### src/rtl/peecc_mon_pkg.sv
// Shared definitions for the bus activity monitor: FSM states, metric modes
// and the saturating adder used by both the bins and the weighted sum.
package peecc_mon_pkg;

    typedef enum logic [1:0] {
        ST_IDLE   = 2'd0,
        ST_DRAIN  = 2'd1,
        ST_SCAN   = 2'd2,
        ST_REPORT = 2'd3
    } mon_state_e;

    typedef enum logic {
        MODE_TOGGLE   = 1'b0,
        MODE_COUPLING = 1'b1
    } mon_mode_e;

    // Callers size-cast the result down to their own width; limit must fit that width.
    function automatic logic [63:0] sat_add(input logic [63:0] a,
                                            input logic [63:0] b,
                                            input logic [63:0] limit);
        logic [64:0] s;
        s = {1'b0, a} + {1'b0, b};
        if (s > {1'b0, limit}) begin
            return limit;
        end
        return s[63:0];
    endfunction

endpackage

### src/rtl/bus_metric_calc.sv
// Combinational switching metric between two consecutive bus words:
// bit-toggle count or opposite-direction adjacent-pair (coupling) count.
import peecc_mon_pkg::*;

module bus_metric_calc #(
    parameter int N = 37,
    localparam int BW = $clog2(N + 1)
) (
    input  logic [N-1:0]  cur,
    input  logic [N-1:0]  prev,
    input  logic          mode,
    output logic [BW-1:0] m
);

    logic [N-1:0]  diff;
    logic [BW-1:0] toggles;
    logic [BW-1:0] couples;

    // A pair couples when both bits toggle and end up at different values.
    always_comb begin
        diff    = cur ^ prev;
        toggles = '0;
        couples = '0;
        for (int i = 0; i < N; i++) begin
            toggles = toggles + BW'(diff[i]);
        end
        for (int i = 0; i < N - 1; i++) begin
            couples = couples + BW'(diff[i] & diff[i+1] & (cur[i] ^ cur[i+1]));
        end
        m = (mode == MODE_COUPLING) ? couples : toggles;
    end

endmodule

### src/rtl/bus_activity_monitor.sv
// Switching-activity histogram for the encoded bus with a sequential summary
// scan (peak bin, weighted sum) and a one-cycle bin readout port.
import peecc_mon_pkg::*;

module bus_activity_monitor #(
    parameter int N  = 37,
    parameter int CW = 11,
    parameter int SW = 22,
    localparam int BW = $clog2(N + 1)
) (
    input  logic          clk,
    input  logic          rst_n,
    input  logic          clear,
    input  logic          en,
    input  logic [N-1:0]  data_in,
    input  logic          mode,
    input  logic          done,
    output logic          busy,
    output logic          sum_valid,
    output logic [BW-1:0] max_bin,
    output logic [CW-1:0] max_count,
    output logic [SW-1:0] sum_value,
    input  logic          rd_en,
    input  logic [BW-1:0] rd_idx,
    output logic          rd_valid,
    output logic [CW-1:0] rd_data
);

    localparam logic [63:0]   BIN_MAX  = (64'd1 << CW) - 64'd1;
    localparam logic [63:0]   SUM_MAX  = (64'd1 << SW) - 64'd1;
    localparam logic [BW-1:0] LAST_IDX = BW'(N);

    mon_state_e state_q, state_d;
    logic       is_idle, scan_load, scan_step, scan_last;

    logic [N-1:0]  prev_q, prev_d;
    logic          primed_q, primed_d;
    logic          mode_q, mode_d;
    logic [BW-1:0] m_calc;
    logic [BW-1:0] m_q, m_d;
    logic          inc_valid_q, inc_valid_d;
    logic [CW-1:0] bins_q [N+1];
    logic [CW-1:0] bins_d [N+1];

    logic [BW-1:0] idx_q, idx_d;
    logic [SW-1:0] acc_q, acc_d;
    logic [CW-1:0] run_max_q, run_max_d;
    logic [BW-1:0] run_bin_q, run_bin_d;
    logic [BW-1:0] max_bin_q, max_bin_d;
    logic [CW-1:0] max_count_q, max_count_d;
    logic [SW-1:0] sum_value_q, sum_value_d;
    logic          rd_valid_q, rd_valid_d;
    logic [CW-1:0] rd_data_q, rd_data_d;

    logic [CW-1:0] scan_bin;
    logic [CW-1:0] rd_bin;
    logic [SW-1:0] acc_next;

    bus_metric_calc #(.N(N)) u_metric (
        .cur  (data_in),
        .prev (prev_q),
        .mode (mode_q),
        .m    (m_calc)
    );

    always_ff @(posedge clk or negedge rst_n) begin
        if (!rst_n) begin
            state_q <= ST_IDLE;
        end else begin
            state_q <= state_d;
        end
    end

    always_comb begin
        state_d = state_q;
        if (clear) begin
            state_d = ST_IDLE;
        end else begin
            case (state_q)
                ST_IDLE:   if (done) state_d = ST_DRAIN;
                ST_DRAIN:  state_d = ST_SCAN;
                ST_SCAN:   if (idx_q == LAST_IDX) state_d = ST_REPORT;
                ST_REPORT: state_d = ST_IDLE;
                default:   state_d = ST_IDLE;
            endcase
        end
    end

    always_comb begin
        is_idle   = (state_q == ST_IDLE);
        scan_load = (state_q == ST_DRAIN);
        scan_step = (state_q == ST_SCAN);
        scan_last = (state_q == ST_SCAN) && (idx_q == LAST_IDX);
        busy      = (state_q != ST_IDLE);
        sum_valid = (state_q == ST_REPORT);
    end

    // Scan and readout select their bins independently so both can share the array.
    always_comb begin
        scan_bin = '0;
        rd_bin   = '0;
        for (int i = 0; i <= N; i++) begin
            if (idx_q == BW'(i)) scan_bin = bins_q[i];
            if (rd_idx == BW'(i)) rd_bin = bins_q[i];
        end
        acc_next = SW'(sat_add(64'(acc_q), 64'(scan_bin) * 64'(idx_q), SUM_MAX));
    end

    always_comb begin
        prev_d      = prev_q;
        primed_d    = primed_q;
        mode_d      = mode_q;
        m_d         = m_q;
        inc_valid_d = 1'b0;
        bins_d      = bins_q;
        idx_d       = idx_q;
        acc_d       = acc_q;
        run_max_d   = run_max_q;
        run_bin_d   = run_bin_q;
        max_bin_d   = max_bin_q;
        max_count_d = max_count_q;
        sum_value_d = sum_value_q;
        rd_valid_d  = 1'b0;
        rd_data_d   = rd_data_q;

        // The first accepted word after reset/clear only primes prev and the mode.
        if (is_idle && en) begin
            prev_d = data_in;
            if (!primed_q) begin
                primed_d = 1'b1;
                mode_d   = mode;
            end else begin
                m_d         = m_calc;
                inc_valid_d = 1'b1;
            end
        end

        for (int i = 0; i <= N; i++) begin
            if (inc_valid_q && (m_q == BW'(i))) begin
                bins_d[i] = CW'(sat_add(64'(bins_q[i]), 64'd1, BIN_MAX));
            end
        end

        if (scan_load) begin
            idx_d     = '0;
            acc_d     = '0;
            run_max_d = '0;
            run_bin_d = '0;
        end

        // Strict compare keeps the lowest index on ties.
        if (scan_step) begin
            acc_d = acc_next;
            if (scan_bin > run_max_q) begin
                run_max_d = scan_bin;
                run_bin_d = idx_q;
            end
            if (!scan_last) begin
                idx_d = idx_q + BW'(1);
            end
        end

        if (scan_last) begin
            max_bin_d   = run_bin_d;
            max_count_d = run_max_d;
            sum_value_d = acc_d;
        end

        if (is_idle && rd_en) begin
            rd_valid_d = 1'b1;
            rd_data_d  = (rd_idx > LAST_IDX) ? '0 : rd_bin;
        end

        if (clear) begin
            prev_d      = '0;
            primed_d    = 1'b0;
            mode_d      = 1'b0;
            m_d         = '0;
            inc_valid_d = 1'b0;
            for (int i = 0; i <= N; i++) bins_d[i] = '0;
            idx_d       = '0;
            acc_d       = '0;
            run_max_d   = '0;
            run_bin_d   = '0;
            max_bin_d   = '0;
            max_count_d = '0;
            sum_value_d = '0;
            rd_valid_d  = 1'b0;
            rd_data_d   = '0;
        end
    end

    always_ff @(posedge clk or negedge rst_n) begin
        if (!rst_n) begin
            prev_q      <= '0;
            primed_q    <= 1'b0;
            mode_q      <= 1'b0;
            m_q         <= '0;
            inc_valid_q <= 1'b0;
            for (int i = 0; i <= N; i++) bins_q[i] <= '0;
            idx_q       <= '0;
            acc_q       <= '0;
            run_max_q   <= '0;
            run_bin_q   <= '0;
            max_bin_q   <= '0;
            max_count_q <= '0;
            sum_value_q <= '0;
            rd_valid_q  <= 1'b0;
            rd_data_q   <= '0;
        end else begin
            prev_q      <= prev_d;
            primed_q    <= primed_d;
            mode_q      <= mode_d;
            m_q         <= m_d;
            inc_valid_q <= inc_valid_d;
            bins_q      <= bins_d;
            idx_q       <= idx_d;
            acc_q       <= acc_d;
            run_max_q   <= run_max_d;
            run_bin_q   <= run_bin_d;
            max_bin_q   <= max_bin_d;
            max_count_q <= max_count_d;
            sum_value_q <= sum_value_d;
            rd_valid_q  <= rd_valid_d;
            rd_data_q   <= rd_data_d;
        end
    end

    assign max_bin   = max_bin_q;
    assign max_count = max_count_q;
    assign sum_value = sum_value_q;
    assign rd_valid  = rd_valid_q;
    assign rd_data   = rd_data_q;

endmodule

### config.mk
export PLATFORM = sky130hd
export DESIGN_NAME = bus_activity_monitor
export DESIGN_NICKNAME = d
export VERILOG_FILES = /design/src/rtl/peecc_mon_pkg.sv /design/src/rtl/bus_metric_calc.sv /design/src/rtl/bus_activity_monitor.sv
export SDC_FILE = /design/constraint.sdc
export NUM_CORES = 2
export LEC_CHECK = 0
export CAP_MARGIN = 20
export CELL_PAD_IN_SITES_DETAIL_PLACEMENT = 0
export CELL_PAD_IN_SITES_GLOBAL_PLACEMENT = 1
export CORE_MARGIN = 4
export CORE_UTILIZATION = 40
export CTS_CLUSTER_DIAMETER = 60
export DETAILED_ROUTE_END_ITERATION = 12
export HOLD_SLACK_MARGIN = 0.08
export PLACE_DENSITY = 0.81
export SETUP_SLACK_MARGIN = 0.05
export SLEW_MARGIN = 10
export SYNTH_ARGS = -nofsm -noshare
export SYNTH_HDL_FRONTEND = slang
export SYNTH_SLANG_ARGS = --single-unit
export TNS_END_PERCENT = 100
### constraint.sdc
create_clock -name clk -period 7.4 [get_ports clk]
set_input_delay 1.48 -clock clk [delete_from_list [all_inputs] [get_ports clk]]
set_output_delay 1.48 -clock clk [all_outputs]
set_load 0.02 [all_outputs]
==> run summary <==
RUN STATUS
------------------------------------------------------------------------------------------
Outcome                                                                       finished clean

SETUP PATH
------------------------------------------------------------------------------------------
Crit path depth                                                                         32
Reg-to-reg endpoint                                                           sum_value[21]$_DFFE_PN0P_
CP arrival                                                                         7.80 ns
Source of the worst register-to-register timing path                          idx_q[0]$_DFF_PN0_
Gate family responsible for the most delay along the worst path                adder cells
Required arrival time at the worst endpoint                                        7.97 ns
Kind of end point of the critical path                                            register
Cell depth of the worst flop-to-flop path                                               32
Buffering stage count on the worst path with inverters included                          9
Peak per-stage delay on the critical path                                          0.55 ns
Flop-to-flop setup slack                                                           0.17 ns
Critical path start-end classification                                          reg -> reg
Highest fanout seen on the critical path                                                 8
Highest-delay cell along the critical path                                    sky130_fd_sc_hd__fa_1
Category of the worst setup path launch point                                     register

ROUTE
------------------------------------------------------------------------------------------
Final routed wirelength across all metal layers                                  193000 um
Antenna-violating nets left                                                              0
Detailed-route vias per instance                                                      6.48
Pre-Repair DR Iteration Count                                                            7
Starting DRT DRC Count                                                                5797
Drc violations                                                                           0
Wire per inst                                                                      27.6 um
Number of vias after detailed routing                                                45300

PWR
------------------------------------------------------------------------------------------
Internal Pwr Total                                                                 7.48 mW
Total leakage power                                                                21.3 nW
Proportion of power drawn by the clock network                                       0.323
IR drop worst, VDD                                                                  710 uV
Reg power frac                                                                       0.275
Sum of internal, switching and leakage power                                       12.0 mW
Fraction of power consumed by combinational cells                                    0.402
Switching power                                                                    4.49 mW
Power per Cell Area                                                            233 nW/um^2
Net switching share of the total power                                               0.375

SYNTH
------------------------------------------------------------------------------------------
Number of enable flip-flop cells after synthesis                                         0
Cell area after synthesis                                                       42800 um^2
Per-instance average area after synthesis                                        8.23 um^2
Fraction of the yosys area taken by sequential cells                                 0.329
Unique cell type count in the Yosys netlist                                            107
Total number of yosys warnings                                                           0
Dominant synthesized flop cell                                                sky130_fd_sc_hd__dfrtp_1
Share of flip-flops with an asynchronous set or reset                                 1.00
Total of flip-flops plus latches after synthesis                                       562
Number of nets produced by synthesis                                                  5504
Post-synthesis cell count                                                             5200

CLOCK TREE
------------------------------------------------------------------------------------------
Max H-tree Level                                                                         3
Clock edge transition at the registers on the reported setup and hold paths        0.06 ns
Clock latency reported for the late side of the worst-skew pair                    0.68 ns
Clock tree from TritonCTS                                                            built
Total number of clock tree sinks                                                       562
CTS Root Buffer Type                                                          sky130_fd_sc_hd__clkbuf_16
Number of buffers added by the clock tree synthesis step                                75
Hold bufs inserted after CTS                                                             0
Clock tree buffer depth                                                                  3

GRT
------------------------------------------------------------------------------------------
Wire length of the first global-routing pass                                     283000 um
GRT overflow                                                                             0
Largest net degree at the start of global routing                                      156
Antenna violations before repair                                                         7
Vias in the first global route                                                       42300
Global-route usage over all layers                                                   0.333

STA
------------------------------------------------------------------------------------------
Total count of hold-check failures in the final report                                   0
Post-Route Skew                                                                  0.0351 ns
Rel. slew slack                                                                      0.227
Tmin final                                                                         7.23 ns
Slew of the pin with the lowest slew margin                                        1.15 ns
Max-slew violations                                                                      0
Final period utilization                                                             0.977
Fmax                                                                               138 MHz
Unrepaired setup endpoints after global routing                                       true
Number of failing setup endpoints in the final timing report                             0
Final setup slack of the worst path                                               0.170 ns

MIN PATH
------------------------------------------------------------------------------------------
Number of cells on the worst hold path                                                   2
Launch instance of the worst min-delay path                                   run_max_q[1]$_DFF_PN0_
Worst min-delay path class                                                      reg -> reg
Endpoint of the worst hold path                                               run_max_q[1]$_DFF_PN0_

LAYOUT
------------------------------------------------------------------------------------------
Fin cells                                                                             6992
Number of fill cells in the layout                                                   10300
Net count reported at finish                                                          5838
Share of post-route cells with drive strength above 1                                0.146
Growth of design area from synthesis to finish                                       20.2%
Final core utilization                                                               0.487
Area of the multi-input gates                                                   27200 um^2
Register area                                                                   14100 um^2

FLOORPLAN
------------------------------------------------------------------------------------------
Overall die height                                                                  335 um
Standard cell core area                                                        106000 um^2
Initial core utilization                                                             0.405
Total number of placement rows                                                         119
Count of pins on the block boundary                                                    103
Floorplan die area                                                             112000 um^2
Chip Width                                                                          335 um

PLACED DESIGN
------------------------------------------------------------------------------------------
Count of input and output buffers                                                      102
Routability cong.                                                                     1.05
Post-placement setup slack                                                       -0.657 ns
Number of placed instances with taps included                                         6821
Detailed Place HPWL                                                              147000 um

RUN
------------------------------------------------------------------------------------------
Number of max-cap violations                                                             0

kinds of logic after synthesis:
family,share of synthesized area
compound gates,0.255
simple gates,0.244
xor+xnor,0.00614
flops,0.329
fa+ha+maj,0.0932
mux,0.0186
buf+inv,0.0540
synthesized netlist by cell type (12+ instances only):
library cell	n	area, um^2
sky130_fd_sc_hd__nand4_1	52	325
sky130_fd_sc_hd__o2111ai_1	15	131
sky130_fd_sc_hd__and4_1	24	210
sky130_fd_sc_hd__and3_1	97	607
sky130_fd_sc_hd__a311oi_1	148	1300
sky130_fd_sc_hd__o21a_1	16	120
sky130_fd_sc_hd__a41oi_1	16	140
sky130_fd_sc_hd__o211ai_1	24	180
sky130_fd_sc_hd__nor3_1	187	936
sky130_fd_sc_hd__inv_1	266	998
sky130_fd_sc_hd__a222oi_1	14	140
sky130_fd_sc_hd__a21oi_1	371	1860
sky130_fd_sc_hd__nand3_1	319	1600
sky130_fd_sc_hd__or2_2	19	119
sky130_fd_sc_hd__a221oi_1	56	490
sky130_fd_sc_hd__mux2i_1	48	480
sky130_fd_sc_hd__nand3b_1	23	173
sky130_fd_sc_hd__ha_1	146	1830
sky130_fd_sc_hd__o21ai_0	300	1500
sky130_fd_sc_hd__a22oi_1	62	465
sky130_fd_sc_hd__o221ai_1	27	236
sky130_fd_sc_hd__nor4_1	22	138
sky130_fd_sc_hd__buf_2	59	295
sky130_fd_sc_hd__dfrtp_1	562	14100
sky130_fd_sc_hd__nor2_1	606	2270
sky130_fd_sc_hd__and2_1	95	594
sky130_fd_sc_hd__nand2_1	377	1420
sky130_fd_sc_hd__nor2b_1	57	357
sky130_fd_sc_hd__xnor2_1	15	131
sky130_fd_sc_hd__xor2_1	15	131
sky130_fd_sc_hd__clkbuf_1	220	826
sky130_fd_sc_hd__o31ai_1	21	158
sky130_fd_sc_hd__a21o_1	27	203
sky130_fd_sc_hd__a31oi_1	77	482
sky130_fd_sc_hd__mux2_2	12	135
sky130_fd_sc_hd__a22o_1	73	639
sky130_fd_sc_hd__o22ai_1	89	557
sky130_fd_sc_hd__a211oi_1	142	1070
sky130_fd_sc_hd__a221o_1	15	150
sky130_fd_sc_hd__fa_1	108	2160
sky130_fd_sc_hd__o22a_1	12	105
sky130_fd_sc_hd__nor3b_1	17	128
sky130_fd_sc_hd__nand2b_1	103	644
sky130_fd_sc_hd__or3_1	24	150
layer usage:
layer,vias up,routed length (um),global-route usage
li1,20000,-,-
met1,22200,78000,0.447
met2,2617,81700,0.495
met3,579,20900,0.0853
met4,2,12100,0.176
met5,-,9,0
layout by cell type (no fill, tap or decap), types with 98 or more instances in the layout:
cell,Yosys,layout
sky130_fd_sc_hd__a211oi_1,142,133
sky130_fd_sc_hd__a21oi_1,371,359
sky130_fd_sc_hd__a311oi_1,148,145
sky130_fd_sc_hd__buf_4,6,429
sky130_fd_sc_hd__clkdlybuf4s50_1,0,98
sky130_fd_sc_hd__dfrtp_1,562,558
sky130_fd_sc_hd__fa_1,108,106
sky130_fd_sc_hd__ha_1,146,136
sky130_fd_sc_hd__inv_1,266,257
sky130_fd_sc_hd__nand2_1,377,371
sky130_fd_sc_hd__nand2b_1,103,103
sky130_fd_sc_hd__nand3_1,319,315
sky130_fd_sc_hd__nor2_1,606,595
sky130_fd_sc_hd__nor3_1,187,182
sky130_fd_sc_hd__o21ai_0,300,283
what timing repair did:
action / in CTS / in global routing
endpoints found under the setup margin: 44 / 44
setup buffers: 4 / 23
hold endpoints to repair: 0 / 0
pin swaps: 10 / 84
gates resized for setup: 70 / 123
worst max path at each step:
| stage | from | to | slack, ns |
|---|---|---|---|
| CTS | idx_q[1]$_DFF_PN0_ | acc_q[21]$_DFF_PN0_ | 0.06 |
| finish | idx_q[0]$_DFF_PN0_ | sum_value[21]$_DFFE_PN0P_ | 0.17 |
| global placement | idx_q[0]$_DFF_PN0_ | sum_value[15]$_DFFE_PN0P_ | -0.54 |
| detailed placement | idx_q[0]$_DFF_PN0_ | sum_value[21]$_DFFE_PN0P_ | -0.66 |
| floorplan | idx_q[0]$_DFF_PN0_ | sum_value[19]$_DFFE_PN0P_ | 0.16 |
| global route | idx_q[1]$_DFF_PN0_ | sum_value[21]$_DFFE_PN0P_ | -0.03 |
per-stage QoR:
step	hold WS, ns	cell area, um^2	setup TNS, ns
after global placement	0.469	47700	-21.87
after CTS	0.498	50700	0
after floorplan	0.456	42800	0
after detailed placement	0.485	47800	-25.54
final	0.503	51400	0
after global routing	0.521	51400	-0.0441
power groups by stage:
stage | registers (mW) | clock network [mW] | logic (mW)
floorplan | 3.30 | 0 | 3.13
global placement | 3.33 | 0 | 4.51
detailed placement | 3.33 | 0 | 4.65
CTS | 3.28 | 3.93 | 4.77
global route | 3.30 | 4.05 | 5.32
finish | 3.29 | 3.87 | 4.81
area by class of cell:
type,instances,share of cell area
Antenna cell,6,0.000292
Clock buffer,103,0.0417
Clock inverter,35,0.00949
Inverter,267,0.0196
Multi-Input combinational cell,4066,0.529
Sequential cell,562,0.273
Tap cell,1391,0.0338
Timing Repair Buffer,562,0.0924
state kept, by name, summed over array words and instances (netlist names), 2 cells and up:
register,cells
acc_q,22
bins_q,418
idx_q,6
m_q,6
max_bin,6
max_count,11
prev_q,37
rd_data,11
run_bin_q,6
run_max_q,11
state_q,2
sum_value,22
tightest hold or removal path: cells and delay by family, from the launching register on:
kind               cells  cell delay (ns)
AOI/OAI and AO/OA      1             0.06
DFF                    1             0.35
and+or+nand+nor        1             0.05
Power figures use the tool's default switching activity.
